<file path="src/rtl/idiv_pkg.sv">
// rtl/idiv_pkg.sv - shared types, mux selects and field offsets for the iterative divider
package idiv_pkg;

  typedef enum logic [1:0] {
    IDLE = 2'd0,
    CALC = 2'd1,
    DONE = 2'd2
  } state_t;

  localparam logic RQ_SEL_LOAD  = 1'b0;
  localparam logic RQ_SEL_SHIFT = 1'b1;
  localparam logic ST_SEL_KEEP  = 1'b0;
  localparam logic ST_SEL_SUB   = 1'b1;
  localparam logic RES_SEL_DIV  = 1'b0;
  localparam logic RES_SEL_ZERO = 1'b1;

  // Control-table column order, msb first
  localparam int CS_REQ_RDY  = 5;
  localparam int CS_RESP_VAL = 4;
  localparam int CS_RQ_EN    = 3;
  localparam int CS_RQ_SEL   = 2;
  localparam int CS_CNT_CLR  = 1;
  localparam int CS_CNT_INC  = 0;
  localparam int CS_W        = 6;

  localparam int REQ_B_LSB     = 0;
  localparam int RESP_QUOT_LSB = 0;

  function automatic int req_sign_bit(input int nbits);
    return 2 * nbits;
  endfunction

  function automatic int req_a_lsb(input int nbits);
    return nbits;
  endfunction

  function automatic int resp_rem_lsb(input int nbits);
    return nbits;
  endfunction

endpackage

</file>
<file path="src/rtl/idiv_int_div_base_dpath.sv">
// rtl/idiv_int_div_base_dpath.sv - divider datapath: operand magnitudes, restoring step, sign fix-up
module idiv_int_div_base_dpath
  import idiv_pkg::*;
#(
  parameter int NBITS = 32
) (
  input  logic               clk,
  input  logic               reset,
  input  logic [2*NBITS:0]   i_req_msg,
  input  logic               i_rq_en,
  input  logic               i_rq_sel,
  input  logic               i_st_sel,
  input  logic               i_res_sel,
  input  logic               i_resp_en,
  output logic               o_diff_msb,
  output logic               o_b_is_zero,
  output logic [2*NBITS-1:0] o_resp_msg
);

  localparam int N        = NBITS;
  localparam int SIGN_BIT = req_sign_bit(N);
  localparam int A_LSB    = req_a_lsb(N);
  localparam int REM_LSB  = resp_rem_lsb(N);

  logic         r_is_signed, r_sign_a, r_sign_b;
  logic [N-1:0] r_a_raw, r_b_raw, r_divisor;
  logic [2*N:0] r_rq;

  logic         w_sgn;
  logic [N-1:0] w_a, w_b, w_a_abs, w_b_abs;
  logic [N+1:0] w_upper, w_diff;
  logic [N-1:0] w_quot, w_rem, w_quot_fix, w_rem_fix;
  logic         w_sub;

  assign w_sgn   = i_req_msg[SIGN_BIT];
  assign w_a     = i_req_msg[A_LSB +: N];
  assign w_b     = i_req_msg[REQ_B_LSB +: N];
  assign w_a_abs = (w_sgn && w_a[N-1]) ? -w_a : w_a;
  assign w_b_abs = (w_sgn && w_b[N-1]) ? -w_b : w_b;

  // One extra guard bit so the whole shifted upper half is visible to the subtractor
  assign w_upper     = r_rq[2*N:N-1];
  assign w_diff      = w_upper - {2'b00, r_divisor};
  assign o_diff_msb  = w_diff[N+1];
  assign o_b_is_zero = (r_b_raw == '0);
  assign w_sub       = (i_st_sel == ST_SEL_SUB);

  always_ff @(posedge clk) begin
    if (reset) begin
      r_is_signed <= 1'b0;
      r_sign_a    <= 1'b0;
      r_sign_b    <= 1'b0;
      r_a_raw     <= '0;
      r_b_raw     <= '0;
      r_divisor   <= '0;
      r_rq        <= '0;
    end else if (i_rq_en) begin
      if (i_rq_sel == RQ_SEL_LOAD) begin
        r_is_signed <= w_sgn;
        r_sign_a    <= w_a[N-1];
        r_sign_b    <= w_b[N-1];
        r_a_raw     <= w_a;
        r_b_raw     <= w_b;
        r_divisor   <= w_b_abs;
        r_rq        <= {{(N+1){1'b0}}, w_a_abs};
      end else begin
        r_rq <= {(w_sub ? w_diff[N:0] : w_upper[N:0]), r_rq[N-2:0], w_sub};
      end
    end
  end

  assign w_quot     = r_rq[N-1:0];
  assign w_rem      = r_rq[2*N-1:N];
  assign w_quot_fix = (r_is_signed && (r_sign_a ^ r_sign_b)) ? -w_quot : w_quot;
  assign w_rem_fix  = (r_is_signed && r_sign_a) ? -w_rem : w_rem;

  // Held at zero outside DONE so the reset view of the response is all zeros
  always_comb begin
    o_resp_msg = '0;
    if (i_resp_en) begin
      if (i_res_sel == RES_SEL_ZERO) begin
        o_resp_msg[REM_LSB +: N]       = r_a_raw;
        o_resp_msg[RESP_QUOT_LSB +: N] = '1;
      end else begin
        o_resp_msg[REM_LSB +: N]       = w_rem_fix;
        o_resp_msg[RESP_QUOT_LSB +: N] = w_quot_fix;
      end
    end
  end

endmodule

</file>
<file path="src/rtl/idiv_int_div_base_rtl.sv">
// rtl/idiv_int_div_base_rtl.sv - iterative restoring divider top: control FSM, iteration counter, datapath
module idiv_int_div_base_rtl
  import idiv_pkg::*;
#(
  parameter int NBITS = 32
) (
  input  logic               clk,
  input  logic               reset,
  input  logic               i_req_val,
  output logic               o_req_rdy,
  input  logic [2*NBITS:0]   i_req_msg,
  output logic               o_resp_val,
  input  logic               i_resp_rdy,
  output logic [2*NBITS-1:0] o_resp_msg
);

  localparam int CNT_W = (NBITS > 1) ? $clog2(NBITS) : 1;
  localparam logic [CNT_W-1:0] CNT_LAST = CNT_W'(NBITS - 1);

  state_t           r_state, w_state_next;
  logic [CNT_W-1:0] r_cnt;
  logic [CS_W-1:0]  w_cs;
  logic             w_diff_msb, w_b_is_zero, w_st_sel, w_res_sel;

  always_ff @(posedge clk) begin
    if (reset) r_state <= IDLE;
    else       r_state <= w_state_next;
  end

  always_ff @(posedge clk) begin
    if (reset || w_cs[CS_CNT_CLR]) r_cnt <= '0;
    else if (w_cs[CS_CNT_INC])     r_cnt <= r_cnt + CNT_W'(1);
  end

  always_comb begin
    w_state_next = r_state;
    w_cs         = '0;
    case (r_state)
      IDLE: begin
        w_cs[CS_REQ_RDY] = 1'b1;
        w_cs[CS_RQ_EN]   = i_req_val;
        w_cs[CS_RQ_SEL]  = RQ_SEL_LOAD;
        w_cs[CS_CNT_CLR] = 1'b1;
        if (i_req_val) w_state_next = CALC;
      end
      CALC: begin
        w_cs[CS_RQ_EN]   = 1'b1;
        w_cs[CS_RQ_SEL]  = RQ_SEL_SHIFT;
        w_cs[CS_CNT_INC] = 1'b1;
        if (r_cnt == CNT_LAST) w_state_next = DONE;
      end
      DONE: begin
        w_cs[CS_RESP_VAL] = 1'b1;
        if (i_resp_rdy) w_state_next = IDLE;
      end
      default: begin
        w_state_next = state_t'(2'bxx);
        w_cs         = 'x;
      end
    endcase
  end

  assign o_req_rdy  = w_cs[CS_REQ_RDY];
  assign o_resp_val = w_cs[CS_RESP_VAL];
  assign w_st_sel   = w_diff_msb ? ST_SEL_KEEP : ST_SEL_SUB;
  assign w_res_sel  = w_b_is_zero ? RES_SEL_ZERO : RES_SEL_DIV;

  idiv_int_div_base_dpath #(
    .NBITS(NBITS)
  ) u_dpath (
    .clk        (clk),
    .reset      (reset),
    .i_req_msg  (i_req_msg),
    .i_rq_en    (w_cs[CS_RQ_EN]),
    .i_rq_sel   (w_cs[CS_RQ_SEL]),
    .i_st_sel   (w_st_sel),
    .i_res_sel  (w_res_sel),
    .i_resp_en  (w_cs[CS_RESP_VAL]),
    .o_diff_msb (w_diff_msb),
    .o_b_is_zero(w_b_is_zero),
    .o_resp_msg (o_resp_msg)
  );

endmodule

</file>
<file path="config.mk">
export PLATFORM = sky130hd
export DESIGN_NAME = idiv_int_div_base_rtl
export DESIGN_NICKNAME = d
export VERILOG_FILES = /design/src/rtl/idiv_pkg.sv /design/src/rtl/idiv_int_div_base_dpath.sv /design/src/rtl/idiv_int_div_base_rtl.sv
export SDC_FILE = /design/constraint.sdc
export NUM_CORES = 1
export LEC_CHECK = 0
export CAP_MARGIN = 30
export CORE_MARGIN = 5
export CORE_UTILIZATION = 55
export DETAILED_ROUTE_END_ITERATION = 12
export GPL_TIMING_DRIVEN = 0
export PLACE_DENSITY = 0.81
export SKIP_CTS_REPAIR_TIMING = 1
export SYNTH_ARGS = -nofsm -noshare
export SYNTH_HDL_FRONTEND = slang
export SYNTH_HIERARCHICAL = 1
export SYNTH_SLANG_ARGS = --single-unit
</file>
<file path="constraint.sdc">
create_clock -name clk -period 4.62 [get_ports clk]
set_clock_uncertainty 0.2 [all_clocks]
set_input_delay 0.924 -clock clk [delete_from_list [all_inputs] [get_ports clk]]
set_output_delay 0.924 -clock clk [all_outputs]
set_load 0.02 [all_outputs]
</file>
==> summary.txt, run 1 <==
Top-Level Pins -> 135
Worst-case clock buffer depth -> 2
Worst rel slew slack -> 0.433
Nets -> 1883
Setup tns final -> 0 ps
IO Port Bufs -> 134
Worst IR Drop VDD -> 0.309 mV
Largest net degree at the start of global routing -> 20
Yosys cell types -> 69
Die height -> 156 microns
Lkg Pwr -> 5.56 nW
Fillers -> 1882
Worst hold start -> u_dpath/r_a_raw[14]
Mean Syn Cell Area -> 7.28 sq um
Via-per-instance ratio -> 6.17
Dpl cell area -> 0.0135 sq mm
Area delta synth->final -> 20.7%
Clk pin slew, worst setup/hold paths -> 80 ps
Routed WL -> 39.3 mm
Routed len/inst -> 19.1 microns
CTS tree -> done
FP Rows -> 53
CP max FO -> 10
CTS Root Cell -> clkbuf_16
CP Data Required Time -> 3500 ps
CTS Buf Count -> 17
First-pass GRT wire length -> 61.1 mm
Worst-Margin Slew -> 851 ps
WS Path Type -> register to primary output
Pre-antenna DRT Iters -> 6
Max Cap Viol -> 0
Post-Syn Area -> 0.0118 sq mm
Run status -> completed
Total Power -> 7.40 mW
CP peak stage delay -> 590 ps
Routed metal-1 wirelength -> 16.7 mm
Tot GR Track Use -> 0.309
DP HPWL -> 30.2 mm
RD Place Congestion -> 0.959
Max Clk Rate -> 0.221 GHz
Chip width -> 156 microns
Synthesis-stage register bit count -> 168
Die Area -> 0.0245 sq mm
Post-Syn Nets -> 1729
Initial Utilization -> 0.559
Vias in the first global route -> 11.6k
Buf+Inv Stages, Crit Path -> 3
Reg-to-reg critical path startpoint -> u_dpath/r_rq[35]
Period minus WS final -> 4520 ps
Final Hold Fails -> 0
Pwr Density -> 520 mW/mm^2
Vias -> 12.7k
Crit start category -> register
Utilization after layout -> 0.675
Final Instance Area -> 0.0142 sq mm
Cells along the critical path -> nor4_1 > nand4_1 > nor2_4 > buf_2 > clkbuf_2 > nand2_1 > o21ai_0 > and2_1 > clkdlybuf4s50_1
Post-Synthesis Cells -> 1618
Top delay family on crit path -> simple AND/OR/NAND/NOR gates
Fraction of registers with async set/reset -> 0
Worst Setup SP -> u_dpath/r_b_raw[0]
Routed met3 length -> 4.18 mm
RSZ-0062 raised after global routing -> false
Crit end category -> primary output
Hold Crit Class -> register to register
H-tree levels -> 4
Final cycle utilization of the critical path -> 0.978
CP max-delay cell -> clkdlybuf4s50_1
Share of cells above drive strength 1 -> 0.0392
Setup violations, final -> 0
Top sig layer -> met4
Ys Warns -> 6
Core area -> 0.0211 sq mm
1st-iter DRT viols -> 1466
Worst path arrival time -> 3390 ps
Routed Antenna Nets -> 0
Routed length on met2 -> 17.1 mm
Clk sinks -> 168
Sequential share of the synthesized area -> 0.285
GRT overflow -> 0
Initial antenna violation count -> 1
Clock Latency Late Sink -> 440 ps
Final routed DRC violation total -> 0
Predominant post-synthesis flop cell -> dfxtp_1
Final Max Slew Viols -> 0
Post-synth EDFFs -> 0
-- state kept, by name, indices dropped and copies added (netlist names) --
name,cells
u_dpath/r_rq,65
u_dpath/r_a_raw,31
u_dpath/r_b_raw,31
u_dpath/r_divisor,31
r_cnt,5
r_state,2
u_dpath/r_is_signed,1
u_dpath/r_sign_a,1
u_dpath/r_sign_b,1
-- worst reg2reg max path, cell delays in order (launching register included) --
cell and delay, ps:
dfxtp_1 440, ha_1 430, o211ai_1 110, a21o_1 200, a21o_1 200, a21boi_0 410, o21ai_0 190, a21oi_1 290
mux2i_1 120, nand3_1 80, inv_1 100, and3_1 240, nand2b_1 80, buf_1 430, clkbuf_1 550, o22ai_1 160
-- where the power goes --
group	leakage (nW)	switching (mW)	total, mW	internal [mW]
clock network	0.303	0.713	1.50	0.789
logic	3.89	2.35	3.67	1.32
registers	1.38	0.366	2.23	1.86
-- layout make-up --
cell class                 count  area [sq um]  area share
buffer                       102           404      0.0284
multi-input combinational   1287          7880       0.554
tap                          275           344      0.0242
timing repair buffer         135          1380      0.0969
inverter                      61           229      0.0161
clock buffer                  17           425      0.0299
sequential                   168          3360       0.236
antenna                        1          2.50    0.000176
clock inverter                15           204      0.0143
-- cells in the mapped netlist (all sizes together) (25+ instances only) --
cell,number,area [sq um]
xnor2,84,736
a211oi,33,248
and2,42,264
nor4,27,211
inv,60,225
a21oi,158,791
nor2,151,569
mux2i,25,250
clkbuf,91,345
dfxtp,168,3360
ha,41,513
xor2,56,490
nand2,251,942
nor3,29,145
o21ai,103,515
o21a,39,293
-- metal layers --
| layer | GRT usage | up-vias |
|---|---|---|
| li1 | - | 5991 |
| met1 | 0.432 | 5919 |
| met2 | 0.475 | 703 |
| met3 | 0.0603 | 98 |
| met4 | 0.114 | 0 |
| met5 | 0 | - |
-- cell usage in the layout, fill, tap and decap left out, types with 19 or more instances in the layout --
master	count
a211oi_1	33
a21o_1	19
a21oi_1	158
a22oi_1	21
and2_1	39
clkbuf_1	85
clkdlybuf4s50_1	122
dfxtp_1	168
ha_1	41
inv_1	59
mux2i_1	25
nand2_1	251
nor2_1	149
nor3_1	29
o21a_1	39
o21ai_0	102
xnor2_1	84
xor2_1	56
-- stage by stage --
stage                     instances  setup slack, ps  hold WS (ps)
after floorplan                1618             1210           232
after global placement         2027             91.4           242
after detailed placement       2027             10.4           247
after CTS                      2059             -472           257
after global routing           2061             22.3           278
final                          2061              104           257
-- cell families after synthesis --
logic type,count (synthesis),share of synthesized area
adders and majority gates,42,0.0452
DFF,168,0.285
AOI/OAI and AO/OA,481,0.255
muxes,28,0.0241
xor gates and xnor gates,140,0.104
and+or+nand+nor,596,0.234
buffers and inverters,163,0.0532
-- final timing paths --
path	cells past startpoint	endpoint	slack, ps
hold reg to reg	2	u_dpath/r_a_raw[14]	260
setup / recovery	9	o_resp_msg[54]	100
setup reg to reg	15	u_dpath/r_rq[53]	220
hold / removal	2	u_dpath/r_a_raw[14]	260
Power figures use the tool's default switching activity.
==> run 2: changes to the inputs <==
--- a/config.mk
+++ b/config.mk
@@ -5,12 +5,13 @@
 export SDC_FILE = /design/constraint.sdc
 export NUM_CORES = 1
 export LEC_CHECK = 0
-export CAP_MARGIN = 30
+export CAP_MARGIN = 5
 export CORE_MARGIN = 5
 export CORE_UTILIZATION = 55
 export DETAILED_ROUTE_END_ITERATION = 12
+export DONT_BUFFER_PORTS = 1
 export GPL_TIMING_DRIVEN = 0
-export PLACE_DENSITY = 0.81
+export PLACE_DENSITY = 0.73
 export SKIP_CTS_REPAIR_TIMING = 1
 export SYNTH_ARGS = -nofsm -noshare
 export SYNTH_HDL_FRONTEND = slang
==> run 2 against run 1 <==
Against the previous run:
- utilization down 7.0 points
- first-iteration DRC count down 28%
- clock power about the same
- critical path depth up 5
- die area unchanged
- cell count down 6.6%
- critical endpoint is now u_dpath/r_rq[58]
- worst hold slack worse by 2.8 ps
- sequential power about the same
- fmax up 1.5%
- highest routed layer unchanged
- register-to-register slack worse by 50 ps
- wire length down 1.4%
- worst setup slack better by 65 ps
==> summary.txt, run 2 (same netlist as run 1, synthesis figures left out) <==
Dpl cell area -> 0.0121 sq mm (was 0.0135 sq mm)
Final Hold Fails -> 0 (unchanged)
CTS Buf Count -> 17 (unchanged)
GRT met2 Usage -> 0.518 (was 0.475)
Final Instance Area -> 0.0127 sq mm (was 0.0142 sq mm)
H-tree levels -> 4 (unchanged)
Vias in the first global route -> 11.1k (was 11.6k)
IO Port Bufs -> 0 (was 134)
Initial Utilization -> 0.559 (unchanged)
Run status -> completed (unchanged)
Worst-Margin Slew -> 816 ps (was 851 ps)
CP max FO -> 10 (unchanged)
GRT overflow -> 0 (unchanged)
Reg-to-reg critical path startpoint -> u_dpath/r_rq[51] (was u_dpath/r_rq[35])
Clk pin slew, worst setup/hold paths -> 70 ps (was 80 ps)
Chip width -> 156 microns (unchanged)
Max Clk Rate -> 0.225 GHz (was 0.221 GHz)
DP HPWL -> 30.3 mm (was 30.2 mm)
WS Path Type -> register to register (was register to primary output)
Pwr Density -> 557 mW/mm^2 (was 520 mW/mm^2)
Final routed DRC violation total -> 0 (unchanged)
Final cycle utilization of the critical path -> 0.964 (was 0.978)
Top Usage Layer GRT -> met2 (unchanged)
Period minus WS final -> 4450 ps (was 4520 ps)
1st-iter DRT viols -> 1054 (was 1466)
Commonest non-fill, non-tap cell in the layout -> nand2_1 (unchanged)
Placed cells -> 1893 (was 2027)
Ant diodes -> 0 (was 1)
Commonest non-fill, non-tap cells in the layout -> nand2_1, dfxtp_1, a21oi_1, nor2_1, o21ai_0 (was nand2_1, dfxtp_1, a21oi_1, nor2_1, clkdlybuf4s50_1)
CTS tree -> done (unchanged)
Setup violations, final -> 0 (unchanged)
Worst path arrival time -> 4570 ps (was 3390 ps)
Routed WL -> 38.7 mm (was 39.3 mm)
Crit start category -> register (unchanged)
Top-Level Pins -> 135 (unchanged)
Die Area -> 0.0245 sq mm (unchanged)
WHS Endpoint -> u_dpath/r_divisor[12] (was u_dpath/r_a_raw[14])
First-pass GRT wire length -> 60.5 mm (was 61.1 mm)
Lkg Pwr -> 4.81 nW (was 5.56 nW)
Area delta synth->final -> 8.13% (was 20.7%)
Total Power -> 7.10 mW (was 7.40 mW)
Biggest register -> u_dpath/r_rq (unchanged)
Hold Crit Class -> register to register (unchanged)
GRT met3 Usage -> 0.0857 (was 0.0603)
Initial antenna violation count -> 0 (was 1)
Cell depth of the worst flop-to-flop path -> 14 (was 15)
Worst-case clock buffer depth -> 2 (unchanged)
RD Place Congestion -> 0.976 (was 0.959)
Crit end category -> register (was primary output)
Clock Latency Late Sink -> 430 ps (was 440 ps)
Routed len/inst -> 20.1 microns (was 19.1 microns)
Die height -> 156 microns (unchanged)
Max Cap Viol -> 0 (unchanged)
Reg-to-reg slack, setup -> 170 ps (was 220 ps)
Final Max Slew Viols -> 0 (unchanged)
CP Data Required Time -> 4740 ps (was 3500 ps)
Reg-to-reg critical path endpoint -> u_dpath/r_rq[58] (was u_dpath/r_rq[53])
Vias -> 11.8k (was 12.7k)
Via-per-instance ratio -> 6.15 (was 6.17)
RSZ-0062 raised after global routing -> false (unchanged)
Nets -> 1748 (was 1883)
Share of cells above drive strength 1 -> 0.0364 (was 0.0392)
Worst Setup SP -> u_dpath/r_rq[51] (was u_dpath/r_b_raw[0])
Worst hold start -> u_dpath/r_divisor[12] (was u_dpath/r_a_raw[14])
Largest net degree at the start of global routing -> 19 (was 20)
Hold depth -> 2 (unchanged)
M1 GR Usage -> 0.386 (was 0.432)
Core area -> 0.0211 sq mm (unchanged)
Worst rel slew slack -> 0.456 (was 0.433)
FP Rows -> 53 (unchanged)
Final Non-Filler Cells -> 1925 (was 2061)
Tot GR Track Use -> 0.311 (was 0.309)
Max reg flops -> 65 (unchanged)
CTS Root Cell -> clkbuf_16 (unchanged)
Worst IR Drop VDD -> 0.272 mV (was 0.309 mV)
Routed Antenna Nets -> 0 (unchanged)
Clk sinks -> 168 (unchanged)
Pre-antenna DRT Iters -> 9 (was 6)
[run 2: metrics by stage]
stage               setup WS, ps   util  TNS (ps)  hold slack, ps
floorplan                   1210      -         0             232
global placement            97.0  0.575         0             242
detailed placement          83.6  0.575         0             246
CTS                        -37.1  0.604      -360             254
global route                1.16  0.604         0             270
finish                       168  0.604         0             254
[run 2: cell type report]
cell class,count,area (sq um)
fill,2038,8340
multi-input combinational,1287,7800
sequential,168,3360
clock buffer,18,439
buffer,102,402
tap,275,344
inverter,61,229
clock inverter,14,169
[run 2: where the power goes]
group / total [mW] / internal, mW / leakage [nW] / switching, mW
Sequential: 2.21 / 1.86 / 1.38 / 0.351
Clock: 1.48 / 0.793 / 0.300 / 0.686
Combinational: 3.41 / 1.19 / 3.13 / 2.22
Total: 7.10 / 3.84 / 4.81 / 3.26
[run 2: critical path, stage by stage (launching register included)]
cell,delay (ps)
dfxtp_1,550
ha_1,310
clkbuf_1,200
a21o_1,250
nor3_1,270
nand2_1,140
o21ai_0,360
a21oi_1,220
mux2i_1,190
nand3_1,80
inv_1,140
buf_1,540
clkbuf_2,410
a41oi_1,220
a22o_1,240
[run 2: how the worst max path moves through the flow]
stage / depth (start not counted) / slack [ps] / to
floorplan: 8 / 1210 / o_resp_msg[63]
global placement: 14 / 100 / u_dpath/r_rq[58]
detailed placement: 16 / 80 / u_dpath/r_rq[58]
CTS: 8 / -40 / o_resp_msg[34]
global route: 18 / 1 / u_dpath/r_rq[63]
finish: 14 / 170 / u_dpath/r_rq[58]
[run 2: per-layer routing]
layer / part of all wire / routed length, microns
met1: 0.41 / 15800
met2: 0.46 / 17800
met3: 0.098 / 3800
met4: 0.034 / 1300
met5: 0 / 0
